File: config.mk
export PLATFORM = sky130hd
export DESIGN_NAME = i2c_slave_regs_flat
export DESIGN_NICKNAME = d
export VERILOG_FILES = /design/src/rtl/i2c_pkg.sv /design/src/rtl/i2c_slave_regs_if.sv /design/src/rtl/i2c_sync_edge.sv /design/src/rtl/i2c_slave_regs.sv /design/src/flat_wrapper.sv
export SDC_FILE = /design/constraint.sdc
export NUM_CORES = 1
export LEC_CHECK = 0
export CAP_MARGIN = 20
export CORE_ASPECT_RATIO = 0.6
export CORE_UTILIZATION = 40
export DETAILED_ROUTE_END_ITERATION = 10
export PLACE_DENSITY = 0.55
export SETUP_SLACK_MARGIN = 0.15
export SYNTH_ARGS = -nofsm -noshare
export SYNTH_HDL_FRONTEND = slang
export SYNTH_SLANG_ARGS = --single-unit
File: constraint.sdc
create_clock -name clk -period 6.05 [get_ports clk]
set_input_delay 0.605 -clock clk [delete_from_list [all_inputs] [get_ports clk]]
set_output_delay 0.605 -clock clk [all_outputs]
set_load 0.01 [all_outputs]
File: src/rtl/i2c_pkg.sv
// Shared I2C definitions: controller states, bus-level constants and small helpers.
package i2c_pkg;

  localparam int unsigned BYTE_W    = 8;
  localparam int unsigned BIT_CNT_W = 4;
  localparam int unsigned ADDR_W    = 7;

  localparam logic [BIT_CNT_W-1:0] LAST_BIT = BIT_CNT_W'(7);

  localparam logic I2C_RW_WRITE = 1'b0;
  localparam logic I2C_RW_READ  = 1'b1;
  localparam logic I2C_ACK      = 1'b0;
  localparam logic I2C_NACK     = 1'b1;

  typedef enum logic [3:0] {
    IDLE,
    ADDR,
    ADDR_ACK,
    PTR,
    PTR_ACK,
    WDATA,
    WDATA_ACK,
    RDATA,
    RDATA_ACK,
    WAIT_STOP
  } i2c_state_e;

  // Address byte is {addr[6:0], rw}
  function automatic logic addr_hit(input logic [BYTE_W-1:0] b, input logic [ADDR_W-1:0] a);
    return b[BYTE_W-1:1] == a;
  endfunction

endpackage

File: src/rtl/i2c_slave_regs_if.sv
// Raw I2C bus pins as seen by a slave: SCL, wired SDA level and the SDA pull-down enable.
interface i2c_slave_regs_if;
  logic scl;
  logic sda_in;
  logic sda_oe;

  modport slave  (input scl, input sda_in, output sda_oe);
  modport master (output scl, output sda_in, input sda_oe);
endinterface

File: src/rtl/i2c_sync_edge.sv
// Two-flop synchronizer with registered previous value; rise/fall pulses last one clk.
module i2c_sync_edge (
  input  logic clk,
  input  logic rst,
  input  logic d_i,
  output logic level_o,
  output logic rise_o,
  output logic fall_o
);

  logic meta_q, sync_q, prev_q;

  // Reset to 1 so an idle (pulled-up) bus produces no spurious edge
  always_ff @(posedge clk) begin
    if (rst) begin
      meta_q <= 1'b1;
      sync_q <= 1'b1;
      prev_q <= 1'b1;
    end else begin
      meta_q <= d_i;
      sync_q <= meta_q;
      prev_q <= sync_q;
    end
  end

  assign level_o = sync_q;
  assign rise_o  = sync_q & ~prev_q;
  assign fall_o  = ~sync_q & prev_q;

endmodule

File: src/rtl/i2c_slave_regs.sv
// I2C slave with a byte-wide register file, auto-incrementing pointer,
// local parallel read port and a write-event strobe.
module i2c_slave_regs
  import i2c_pkg::*;
#(
  parameter logic [ADDR_W-1:0] SLAVE_ADDR = 7'h10,
  parameter int unsigned       NUM_REGS   = 16,
  parameter int unsigned       PTR_W      = $clog2(NUM_REGS)
) (
  input  logic               clk,
  input  logic               rst,
  i2c_slave_regs_if.slave    bus,
  input  logic [PTR_W-1:0]   loc_addr,
  output logic [BYTE_W-1:0]  loc_data,
  output logic               wr_strobe,
  output logic [PTR_W-1:0]   wr_addr,
  output logic [BYTE_W-1:0]  wr_data,
  output logic               busy
);

  logic scl_lvl, scl_rise, scl_fall;
  logic sda_lvl, sda_rise, sda_fall;

  i2c_sync_edge u_scl_sync (
    .clk(clk), .rst(rst), .d_i(bus.scl),
    .level_o(scl_lvl), .rise_o(scl_rise), .fall_o(scl_fall)
  );

  i2c_sync_edge u_sda_sync (
    .clk(clk), .rst(rst), .d_i(bus.sda_in),
    .level_o(sda_lvl), .rise_o(sda_rise), .fall_o(sda_fall)
  );

  logic start_det, stop_det;
  assign start_det = sda_fall & scl_lvl;
  assign stop_det  = sda_rise & scl_lvl;

  i2c_state_e           state_q, state_d;
  logic [BIT_CNT_W-1:0] cnt_q, cnt_d;
  logic [BYTE_W-1:0]    shift_q, shift_d;
  logic [PTR_W-1:0]     ptr_q, ptr_d;
  logic                 rw_q, rw_d;
  logic                 sda_oe_q, sda_oe_d;
  logic                 busy_q, busy_d;
  logic                 strobe_q, strobe_d;
  logic [PTR_W-1:0]     wr_addr_q, wr_addr_d;
  logic [BYTE_W-1:0]    wr_data_q, wr_data_d;
  logic [BYTE_W-1:0]    regs_q [NUM_REGS];
  logic                 reg_we;
  logic [BYTE_W-1:0]    rx_byte;
  logic [BYTE_W-1:0]    rd_byte;

  assign rx_byte = {shift_q[BYTE_W-2:0], sda_lvl};
  assign rd_byte = regs_q[ptr_q];

  // Next-state and output logic; bus conditions override the per-state behaviour
  always_comb begin
    state_d   = state_q;
    cnt_d     = cnt_q;
    shift_d   = shift_q;
    ptr_d     = ptr_q;
    rw_d      = rw_q;
    sda_oe_d  = sda_oe_q;
    busy_d    = busy_q;
    strobe_d  = 1'b0;
    wr_addr_d = wr_addr_q;
    wr_data_d = wr_data_q;
    reg_we    = 1'b0;

    if (stop_det) begin
      state_d  = IDLE;
      cnt_d    = '0;
      sda_oe_d = 1'b0;
      busy_d   = 1'b0;
    end else if (start_det) begin
      state_d  = ADDR;
      cnt_d    = '0;
      sda_oe_d = 1'b0;
    end else begin
      unique case (state_q)
        ADDR, PTR, WDATA: begin
          if (scl_rise) begin
            shift_d = rx_byte;
            cnt_d   = cnt_q + BIT_CNT_W'(1);
            if (cnt_q == LAST_BIT) begin
              cnt_d = '0;
              if (state_q == ADDR) begin
                if (addr_hit(rx_byte, SLAVE_ADDR)) begin
                  state_d = ADDR_ACK;
                  rw_d    = rx_byte[0];
                  busy_d  = 1'b1;
                end else begin
                  state_d = WAIT_STOP;
                  busy_d  = 1'b0;
                end
              end else if (state_q == PTR) begin
                ptr_d   = rx_byte[PTR_W-1:0];
                state_d = PTR_ACK;
              end else begin
                reg_we    = 1'b1;
                strobe_d  = 1'b1;
                wr_addr_d = ptr_q;
                wr_data_d = rx_byte;
                ptr_d     = ptr_q + PTR_W'(1);
                state_d   = WDATA_ACK;
              end
            end
          end
        end
        // cnt_q marks whether the 9th rise has been seen
        ADDR_ACK, PTR_ACK, WDATA_ACK: begin
          if (scl_rise) begin
            cnt_d = BIT_CNT_W'(1);
          end else if (scl_fall) begin
            if (cnt_q == '0) begin
              sda_oe_d = 1'b1;
            end else begin
              cnt_d = '0;
              if (state_q == ADDR_ACK && rw_q == I2C_RW_READ) begin
                state_d  = RDATA;
                shift_d  = rd_byte;
                sda_oe_d = ~rd_byte[BYTE_W-1];
              end else begin
                sda_oe_d = 1'b0;
                state_d  = (state_q == ADDR_ACK) ? PTR : WDATA;
              end
            end
          end
        end
        RDATA: begin
          if (scl_rise) begin
            cnt_d = cnt_q + BIT_CNT_W'(1);
            if (cnt_q == LAST_BIT) begin
              cnt_d   = '0;
              ptr_d   = ptr_q + PTR_W'(1);
              state_d = RDATA_ACK;
            end
          end else if (scl_fall) begin
            shift_d  = {shift_q[BYTE_W-2:0], 1'b0};
            sda_oe_d = ~shift_q[BYTE_W-2];
          end
        end
        RDATA_ACK: begin
          if (scl_rise) begin
            if (sda_lvl == I2C_NACK) begin
              state_d = WAIT_STOP;
              busy_d  = 1'b0;
            end else begin
              cnt_d = BIT_CNT_W'(1);
            end
          end else if (scl_fall) begin
            if (cnt_q == '0) begin
              sda_oe_d = 1'b0;
            end else begin
              cnt_d    = '0;
              state_d  = RDATA;
              shift_d  = rd_byte;
              sda_oe_d = ~rd_byte[BYTE_W-1];
            end
          end
        end
        WAIT_STOP: sda_oe_d = 1'b0;
        IDLE:      sda_oe_d = 1'b0;
        default:   state_d  = IDLE;
      endcase
    end
  end

  always_ff @(posedge clk) begin
    if (rst) begin
      state_q   <= IDLE;
      cnt_q     <= '0;
      shift_q   <= '0;
      ptr_q     <= '0;
      rw_q      <= 1'b0;
      sda_oe_q  <= 1'b0;
      busy_q    <= 1'b0;
      strobe_q  <= 1'b0;
      wr_addr_q <= '0;
      wr_data_q <= '0;
      for (int i = 0; i < NUM_REGS; i++) regs_q[i] <= '0;
    end else begin
      state_q   <= state_d;
      cnt_q     <= cnt_d;
      shift_q   <= shift_d;
      ptr_q     <= ptr_d;
      rw_q      <= rw_d;
      sda_oe_q  <= sda_oe_d;
      busy_q    <= busy_d;
      strobe_q  <= strobe_d;
      wr_addr_q <= wr_addr_d;
      wr_data_q <= wr_data_d;
      if (reg_we) regs_q[ptr_q] <= rx_byte;
    end
  end

  assign bus.sda_oe = sda_oe_q;
  assign loc_data   = regs_q[loc_addr];
  assign wr_strobe  = strobe_q;
  assign wr_addr    = wr_addr_q;
  assign wr_data    = wr_data_q;
  assign busy       = busy_q;

endmodule

File: src/flat_wrapper.sv
// flat-port wrapper written by rule: the top's interface ports become plain ports
module i2c_slave_regs_flat import i2c_pkg::*;
#(
  parameter logic [ADDR_W-1:0] SLAVE_ADDR = 7'h10,
  parameter int unsigned       NUM_REGS   = 16,
  parameter int unsigned       PTR_W      = $clog2(NUM_REGS)
)
  (clk, rst, loc_addr, loc_data, wr_strobe, wr_addr, wr_data, busy, bus_scl, bus_sda_in, bus_sda_oe);
  i2c_slave_regs_if bus_i ();
  input  logic clk;
  input  logic rst;
  input  logic [PTR_W-1:0] loc_addr;
  output logic [BYTE_W-1:0] loc_data;
  output logic wr_strobe;
  output logic [PTR_W-1:0] wr_addr;
  output logic [BYTE_W-1:0] wr_data;
  output logic busy;
  input wire logic [$bits(bus_i.scl)-1:0] bus_scl;
  input wire logic [$bits(bus_i.sda_in)-1:0] bus_sda_in;
  output wire logic [$bits(bus_i.sda_oe)-1:0] bus_sda_oe;
  assign bus_i.scl = bus_scl;
  assign bus_i.sda_in = bus_sda_in;
  assign bus_sda_oe = bus_i.sda_oe;
  i2c_slave_regs #(.SLAVE_ADDR(SLAVE_ADDR), .NUM_REGS(NUM_REGS), .PTR_W(PTR_W)) u_core (.clk(clk), .rst(rst), .bus(bus_i), .loc_addr(loc_addr), .loc_data(loc_data), .wr_strobe(wr_strobe), .wr_addr(wr_addr), .wr_data(wr_data), .busy(busy));
endmodule
==> results.md, run 1 <==
* Post-CTS resize count at 0
* P&R area growth vs syn at 11.8%
* TritonCTS buffer count at 17
* Slew @ Worst Pin at between 0.9 and 1 ns
* H-Tree Level Count at 4
* 1st-pass router iterations at 4
* Post-DR vias/cell at between 5 and 6
* Worst Path Arrival at around 2.8 ns
* CTS Buffer Depth at 2
* Cells along the critical path: clkdlybuf4s50_1 > buf_4 > mux4_2 > mux4_2 > clkdlybuf4s50_1
* First-pass GRT wire length at roughly 40 mm
* Routed Antenna Nets at 0
* Skew-Pair Late Insertion Delay at 0.44 ns
* RR Startpoint: u_core.u_sda_sync.level_o
* Flops & latches, synth at approximately 170
* Ys async rst share at 0
* Status: finished, final reports clean
* Die footprint at 24200 um^2
* Place WS at 2.36 ns
* Commonest cells post-synth: 131 x and2_1, 128 x edfxtp_1, 71 x mux4_2
* Drc violations at 0
* Max-cap viol count at 0
* Die X at 200 um
* Std-Cell Rows at 43
* Unrepaired setup endpoints after global routing: false
* Inst Count DP at slightly above 1000
* IO Pins at 31
* Drt initial violations at 690
* Final #Nets at 755
* Switching pwr at slightly below 700 uW
* Logic pwr share at 0.071
* CTS Hold Bufs at 0
* Critical path's slowest cell: mux4_2
* Overall die height at around 120 um
* Crit path largest cell delay at a little over 0.5 ns
* Sequential share of power at 0.509
* Port Buffers at 30
* Finished layout cell area at between 10000 and 15000 um^2
* Pwr dens at 256 nW/um^2
* GRT overflow at 0
* DPL Wire Length at around 19 mm
* Final period util at 0.567
* Critical path origin: loc_addr[1]
* Synthesized area per cell at around 13 um^2
* Clock power frac at 0.420
* Worst Setup End Kind: primary output
* Most common cell in the netlist: and2_1
* Synthesized cell area at roughly 9400 um^2
* Root Driver: clkbuf_16
* Fraction of layout cells with a size suffix above 1 at 0.231
* Largest net degree at the start of global routing at 51
* Initial Utilization at 0.408
* Final setup viols at 0
* Vias at approximately 6300
* Core Util, Final at 0.456
* Internal at 2010 uW
* CTS clock-pin slew for the worst setup and hold paths at roughly 0.070 ns
* Final Hold Violating Endpoints at 0
* Max VDD drop at roughly 180 uV
* Clk sinks at ~170
* CTS tree: built
* Hold WC Path Type: reg -> reg
* Synth warn at 0
* Largest cells by area after synthesis: edfxtp_1 41%, mux4_2 17%, dfxtp_1 9.6%
* Sequential fraction of the synthesis area at 0.503
* GRT Total Usage at 0.226
* Vias in the first global route at just over 6000
* Post-synth EDFFs at 128
* Share of the synthesized area in the top cell type at 0.408
* Clock skew at 0.00898 ns
* Max-slew violation count at 0
* Initial antenna violation count at 0
* Placed Area at around 10000 um^2
* Setup tns final at 0 ns
* Post-CTS Setup Inserts at 0
* Synth area leader: edfxtp_1
* Critical Path Source Type: input port
* Final GP Congestion at around 0.9
* Crit-path max FO at 32
* Post-synth top flop: edfxtp_1
* Min-delay src: u_core.u_scl_sync.meta_q
* Final Non-Filler Cells at approximately 1100
* Mapped Cells at 737
* Post-Syn Nets at 753
* Netlist cell types at 70
* Critical path class: in -> out
* Max-slew headroom at 0.371
* P_leak at 0.00340 uW
* Final worst slack at around 2.6 ns
* Fin crit period at 3.43 ns
* Sw Ratio at 0.254
* Max Freq at 0.292 GHz
* Crit path required time at about 5.4 ns
* Core outline area at approximately 23000 um^2
* WL final at 26.2 mm
* WL/cell at approximately 25 um
==> power by group through the flow <==
stage | clock network, uW | logic (uW) | registers, uW
6_report | 1130 | 192 | 1370
5_1_grt | 1190 | 205 | 1370
4_1_cts | 1140 | 191 | 1370
3_5_place_dp | 0 | 191 | 1400
3_3_place_gp | 0 | 187 | 1400
2_1_floorplan | 0 | 143 | 1360
==> worst max-delay path: cells and delay by family <==
family / cells / cell delay, ns
buffers and inverters: 3 / 1.33
multiplexers: 2 / 0.88
==> per-stage QoR <==
step	total power, uW	hold WS, ns
4_1_cts	2700	0.413
6_report	2690	0.412
3_5_place_dp	1590	0.394
3_3_place_gp	1580	0.392
2_1_floorplan	1500	0.389
5_1_grt	2770	0.435
==> logic make-up (layout without fill, tap and decap cells) <==
family	after synthesis	in the layout	share of synthesized area
AND/OR/NAND/NOR	308	308	0.190
flip-flops	173	173	0.503
multiplexers	93	93	0.194
AO/OA/AOI/OAI	86	86	0.0690
buffers and inverters	68	83	0.0330
adder cells (fa/ha/maj)	8	8	0.0106
XOR/XNOR	1	1	0.000929
other	0	1	0
==> area by class of cell <==
cell class	instances	area, um^2
fill	2085	12600
sequential	173	4750
multi-input combinational	496	4370
clock buffer	17	425
tap	315	394
timing repair buffer	42	393
clock inverter	15	170
inverter	9	33.8
antenna	1	2.50
==> sequential cells by signal (all words and copies together) (netlist names), 4 cells and up, named ones only <==
signal	flops
u_core.state_q	4
u_core.shift_q	7
u_core.wr_addr	4
u_core.ptr_q	4
u_core.regs_q	128
u_core.cnt_q	4
u_core.wr_data	8
==> cells in the final DEF (no fill, tap or decap), types with 4 or more instances in the layout <==
| cell | count |
|---|---|
| clkinv_4 | 4 |
| mux2i_1 | 16 |
| edfxtp_1 | 128 |
| a311oi_2 | 4 |
| or2_2 | 24 |
| a21oi_1 | 34 |
| inv_6 | 5 |
| inv_1 | 9 |
| clkbuf_16 | 17 |
| inv_8 | 4 |
| ha_1 | 8 |
| nand2_1 | 60 |
| nor2_1 | 32 |
| nand3b_1 | 6 |
| nor3_1 | 8 |
| o21ai_0 | 8 |
| clkdlybuf4s50_1 | 28 |
| mux2_2 | 6 |
| and2_1 | 131 |
| nand3_1 | 12 |
| nand2b_1 | 6 |
| mux4_2 | 71 |
| dfxtp_1 | 44 |
| buf_4 | 11 |
==> per-layer routing <==
metal / GRT usage / part of all wire / vias to the layer above
met5: 0 / 0 / -
met4: 0.0495 / 0.012 / 0
met3: 0.0693 / 0.097 / 21
met2: 0.308 / 0.42 / 308
met1: 0.347 / 0.47 / 3203
li1: - / - / 2761
==> path summary, 6_finish.rpt <==
| path | cells past startpoint | slack [ns] | endpoint |
|---|---|---|---|
| hold / removal | 1 | 0.41 | u_core.u_scl_sync.level_o |
| hold reg to reg | 1 | 0.41 | u_core.u_scl_sync.level_o |
| setup / recovery | 5 | 2.62 | loc_data[6] |
| setup reg to reg | 5 | 2.70 | u_core.regs_q[5][7] |
Power figures use the tool's default switching activity.
==> inputs of run 2 (changes only) <==
Clock period 6.05 ns to 3.3 ns, I/O delays scaled along.
==> results.md, run 2 (same netlist as run 1, synthesis figures left out) <==
* IO Pins at 31
* Die footprint at 24200 um^2
* Critical path's slowest cell: mux4_2
* Crit path largest cell delay at between 0.5 and 0.6 ns
* Pwr dens at between 400 and 500 nW/um^2
* Core outline area at about 23000 um^2
* Buffering stage count on the worst path with inverters included at 3
* Fillers at just over 2000
* Finished layout cell area at 10800 um^2
* Final #Nets at slightly below 800
* Worst Path Arrival at roughly 2.5 ns
* Drc violations at 0
* Skew-Pair Late Insertion Delay at 0.45 ns
* Vias at 6421
* GRT overflow at 0
* Most frequent cells in the layout: 131 x and2_1, 128 x edfxtp_1, 71 x mux4_2
* Vias in the first global route at 6250
* Worst Setup End Kind: primary output
* Post-CTS Setup Inserts at 0
* P_leak at between 0.003 and 0.004 uW
* WL final at approximately 28 mm
* Unrepaired setup endpoints after global routing: false
* Slew @ Worst Pin at slightly above 0.9 ns
* Final Hold Violating Endpoints at 0
* Number of flip-flops in the largest register at between 100 and 150
* Setup tns final at 0 ns
* Critical Path Source Type: input port
* P&R area growth vs syn at 14.2%
* Final setup viols at 0
* Critical path class: in -> out
* Diode count at 0
* Initial Utilization at 0.408
* Die X at between 200 and 250 um
* Largest Register: u_core.regs_q
* 1st-pass router iterations at 5
* Crit path required time at about 3.0 ns
* Post-DR vias/cell at 5.88
* Fraction of layout cells with a size suffix above 1 at 0.255
* Post-CTS resize count at 0
* Clk sinks at ~170
* Max Freq at approximately 0.36 GHz
* Final GP Congestion at a little over 0.9
* Max-slew headroom at 0.378
* WL/cell at 25.4 um
* GRT Total Usage at 0.239
* Overall die height at 121 um
* Drt initial violations at 613
* TritonCTS buffer count at 17
* CTS clock-pin slew for the worst setup and hold paths at around 0.07 ns
* Routed Antenna Nets at 0
* Std-Cell Rows at 43
* Max-slew violation count at 0
* Clock skew at ~0.0095 ns
* Port Buffers at 30
* CTS Buffer Depth at 2
* Hold WC Path Type: reg -> reg
* Largest net degree at the start of global routing at 50
* Root Driver: clkbuf_16
* Final period util at 0.842
* Max VDD drop at roughly 370 uV
* Commonest non-fill, non-tap cell in the layout: and2_1
* Max-cap viol count at 0
* Fin crit period at ~2.8 ns
* Hold WS at about 0.41 ns
* CTS Hold Bufs at 0
* DPL Wire Length at about 20 mm
* Initial antenna violation count at 0
* First-pass GRT wire length at 41.0 mm
* H-Tree Level Count at 4
* Cells along the critical path: clkdlybuf4s50_1 > buf_12 > mux4_2 > mux4_2 > clkdlybuf4s50_1
* Status: finished, final reports clean
* CTS tree: built
* Crit-path max FO at 32
* Crit path max-delay family: buffers and inverters
* Placed Area at between 10000 and 15000 um^2
==> run 2: cell types whose count changed in the layout (fill, tap and decap cells not counted), sizes merged <==
cell | previous run | this run
inv | 18 | 14
bufinv | 1 | 3
clkinvlp | 0 | 4
clkinv | 5 | 3
buf | 14 | 39
diode | 1 | 0
==> run 2: cell type report <==
| cell class | instances | area, um^2 | share of cell area |
|---|---|---|---|
| clock inverter | 15 | 186 | 0.0173 |
| inverter | 9 | 33.8 | 0.00314 |
| sequential | 173 | 4750 | 0.441 |
| tap | 315 | 394 | 0.0366 |
| timing repair buffer | 67 | 606 | 0.0563 |
| multi-input combinational | 496 | 4370 | 0.406 |
| clock buffer | 17 | 425 | 0.0395 |
==> run 2: worst paths after layout <==
kind / from / end / slack [ns] / cells after the start
hold reg to reg: u_core.u_scl_sync.meta_q / u_core.u_scl_sync.level_o / 0.41 / 1
hold / removal: u_core.u_scl_sync.meta_q / u_core.u_scl_sync.level_o / 0.41 / 1
setup / recovery: loc_addr[1] / loc_data[6] / 0.52 / 5
setup reg to reg: u_core.u_scl_sync.level_o / u_core.shift_q[2] / 0.71 / 7
==> run 2: metal layers <==
| layer | wire [um] | up-vias | track usage |
|---|---|---|---|
| met5 | 41 | - | 0.0147 |
| met1 | 12900 | 3258 | 0.360 |
| met3 | 3010 | 40 | 0.0741 |
| li1 | - | 2792 | - |
| met4 | 527 | 2 | 0.0692 |
| met2 | 11200 | 329 | 0.322 |
==> run 2: per-stage QoR <==
stage,total power [uW],worst slack (ns),utilization,std cells
finish,5040,0.521,0.465,1092
global route,5180,0.493,0.465,1092
CTS,5060,0.521,0.465,1092
detailed placement,2930,0.528,0.439,1060
global placement,2920,0.590,0.439,1060
floorplan,2750,1.10,-,737
==> run 2: power breakdown <==
part | switching (uW) | leakage, uW | internal, uW | total (uW)
clock network | 952 | 0.000288 | 1210 | 2160
logic | 202 | 0.00166 | 189 | 391
registers | 75.7 | 0.00158 | 2420 | 2490
total | 1230 | 0.00353 | 3810 | 5040
==> inputs of run 3 (changes only) <==
Settings changed: PLACE_DENSITY 0.55 to 0.57.
Clock period 3.3 ns to 2.4 ns, I/O delays scaled along.
==> results.md, run 3 (same netlist as run 1, synthesis figures left out) <==
* Clk sinks at ~170
* Critical Path Source Type: register
* Final period util at 0.947
* Final Hold Violating Endpoints at 0
* P&R area growth vs syn at 16.5%
* Placed Area at 10300 um^2
* Setup tns final at 0 ns
* Max-slew headroom at 0.656
* Unrepaired setup endpoints after global routing: true
* Final #Nets at ~800
* Largest Register: u_core.regs_q
* Logic pwr share at 0.083
* Vias in the first global route at a little over 6000
* Vias at ~6500
* Finished layout cell area at between 10000 and 15000 um^2
* Crit path required time at ~2.2 ns
* Clock skew at 0.0139 ns
* Slew @ Worst Pin at between 0.5 and 0.6 ns
* Worst Setup End Kind: primary output
* Fin crit period at around 2.3 ns
* Hold WS at about 0.37 ns
* Buffering stage count on the worst path with inverters included at 1
* Max-cap viol count at 0
* Max Freq at between 0.4 and 0.5 GHz
* Crit path largest cell delay at around 0.50 ns
* Die X at around 200 um
* Most frequent cells in the layout: 129 x and2_1, 128 x edfxtp_1, 71 x mux4_2
* Initial Utilization at 0.408
* DPL Wire Length at between 20 and 25 mm
* GRT overflow at 0
* Initial antenna violation count at 1
* WL final at roughly 27 mm
* Cells along the critical path: mux4_2 > mux4_2 > buf_6
* Routed Antenna Nets at 0
* P_leak at between 0.003 and 0.004 uW
* Register Area at 4750 um^2
* Final GP Congestion at 0.919
* Skew-Pair Late Insertion Delay at 0.44 ns
* Port Buffers at 30
* Commonest non-fill, non-tap cell in the layout: and2_1
* Internal at around 5300 uW
* Largest net degree at the start of global routing at 50
* Die footprint at roughly 24000 um^2
* Max-slew violation count at 0
* Hold WC Path Type: in -> reg
* WL/cell at about 24 um
* GRT Total Usage at 0.231
* Root Driver: clkbuf_16
* Diode count at 0
* Drt initial violations at between 700 and 800
* Clock power frac at 0.422
* Drc violations at 0
* Post-DR vias/cell at between 5 and 6
* CTS tree: built
* 1st-pass router iterations at 5
* H-Tree Level Count at 4
* Critical path's slowest cell: mux4_2
* Design Power at approximately 6900 uW
* Pwr dens at around 630 nW/um^2
* TritonCTS buffer count at 17
* First-pass GRT wire length at approximately 40 mm
* Core outline area at 23100 um^2
* Fraction of layout cells with a size suffix above 1 at 0.291
* Fillers at about 2100
* Switching pwr at around 1600 uW
* IO Pins at 31
* Number of flip-flops in the largest register at roughly 130
* Critical path class: reg -> out
* Multi-input logic area at 4400 um^2
* Status: finished, final reports clean
* Sequential share of power at 0.495
* Overall die height at ~120 um
* Worst Path Arrival at between 2 and 2.5 ns
* CTS clock-pin slew for the worst setup and hold paths at approximately 0.07 ns
* CP most frequent cell: mux4_2
* Crit-path max FO at 2
* CTS Buffer Depth at 2
* Crit path max-delay family: multiplexers
* Std-Cell Rows at 43
* Max VDD drop at around 460 uV
* Final setup viols at 0
* Sw Ratio at 0.231
[run 3: cell types whose count changed in the layout (fill, tap and decap cells not counted), sizes merged]
cell / before / now
buf: 39 / 65
clkdlybuf4s50: 28 / 20
clkbuf: 17 / 21
inv: 14 / 11
bufinv: 3 / 2
clkinv: 3 / 2
clkinvlp: 4 / 5
[run 3: power groups by stage]
stage          sequential [uW]  combinational [uW]  clock, uW
6_report                  3410                 570       2910
3_5_place_dp              3480                 554          0
4_1_cts                   3410                 548       2970
2_1_floorplan             3420                 361          0
5_1_grt                   3420                 604       3080
3_3_place_gp              3480                 540          0
[run 3: final timing paths]
check | startpoint | slack [ns] | endpoint | depth (start not counted)
worst min-delay path | bus_scl | 0.37 | u_core.u_scl_sync.meta_q | 2
worst max-delay path | u_core.regs_q[0][0] | 0.13 | loc_data[0] | 3
worst max register to register | u_core.u_scl_sync.prev_q | 0.27 | u_core.regs_q[4][5] | 7
worst min register to register | u_core.u_scl_sync.meta_q | 0.42 | u_core.u_scl_sync.level_o | 1
[run 3: layer usage]
layer  vias up  track usage  part of all wire
met3        16       0.0456             0.088
met5         -            0                 0
met4         0       0.0558            0.0090
li1       2843            -                 -
met2       342        0.311              0.41
met1      3300        0.371              0.49
[run 3: worst reg2reg max path, stage by stage, from the launching register on]
cell,delay (ns)
dfxtp_1,0.31
inv_1,0.05
ha_1,0.21
nand3b_4,0.19
nor2_4,0.25
nand3_1,0.25
nor2_1,0.22
or2_2,0.33
[run 3: timing repair]
| action | CTS | global route |
|---|---|---|
| setup buffers | 4 | 1 |
| hold endpoints to repair | 0 | 0 |
| resized for setup | 34 | 17 |
| pin swaps | 0 | 0 |
| setup endpoints to repair | 8 | 154 |
| hold buffers | 0 | 0 |
[run 3: final cells by class]
| cell class | count | area share |
|---|---|---|
| clock buffer | 21 | 0.0449 |
| clock inverter | 11 | 0.0117 |
| inverter | 9 | 0.00308 |
| multi-input combinational | 496 | 0.401 |
| sequential | 173 | 0.432 |
| tap | 315 | 0.0359 |
| timing repair buffer | 85 | 0.0712 |
[run 3: metrics by stage]
step,setup WS (ns),utilization,std cells
after floorplan,0.321,-,737
after global placement,-0.147,0.445,1073
after detailed placement,-0.157,0.445,1073
after CTS,0.103,0.472,1109
after global routing,0.0783,0.475,1110
final,0.127,0.475,1110
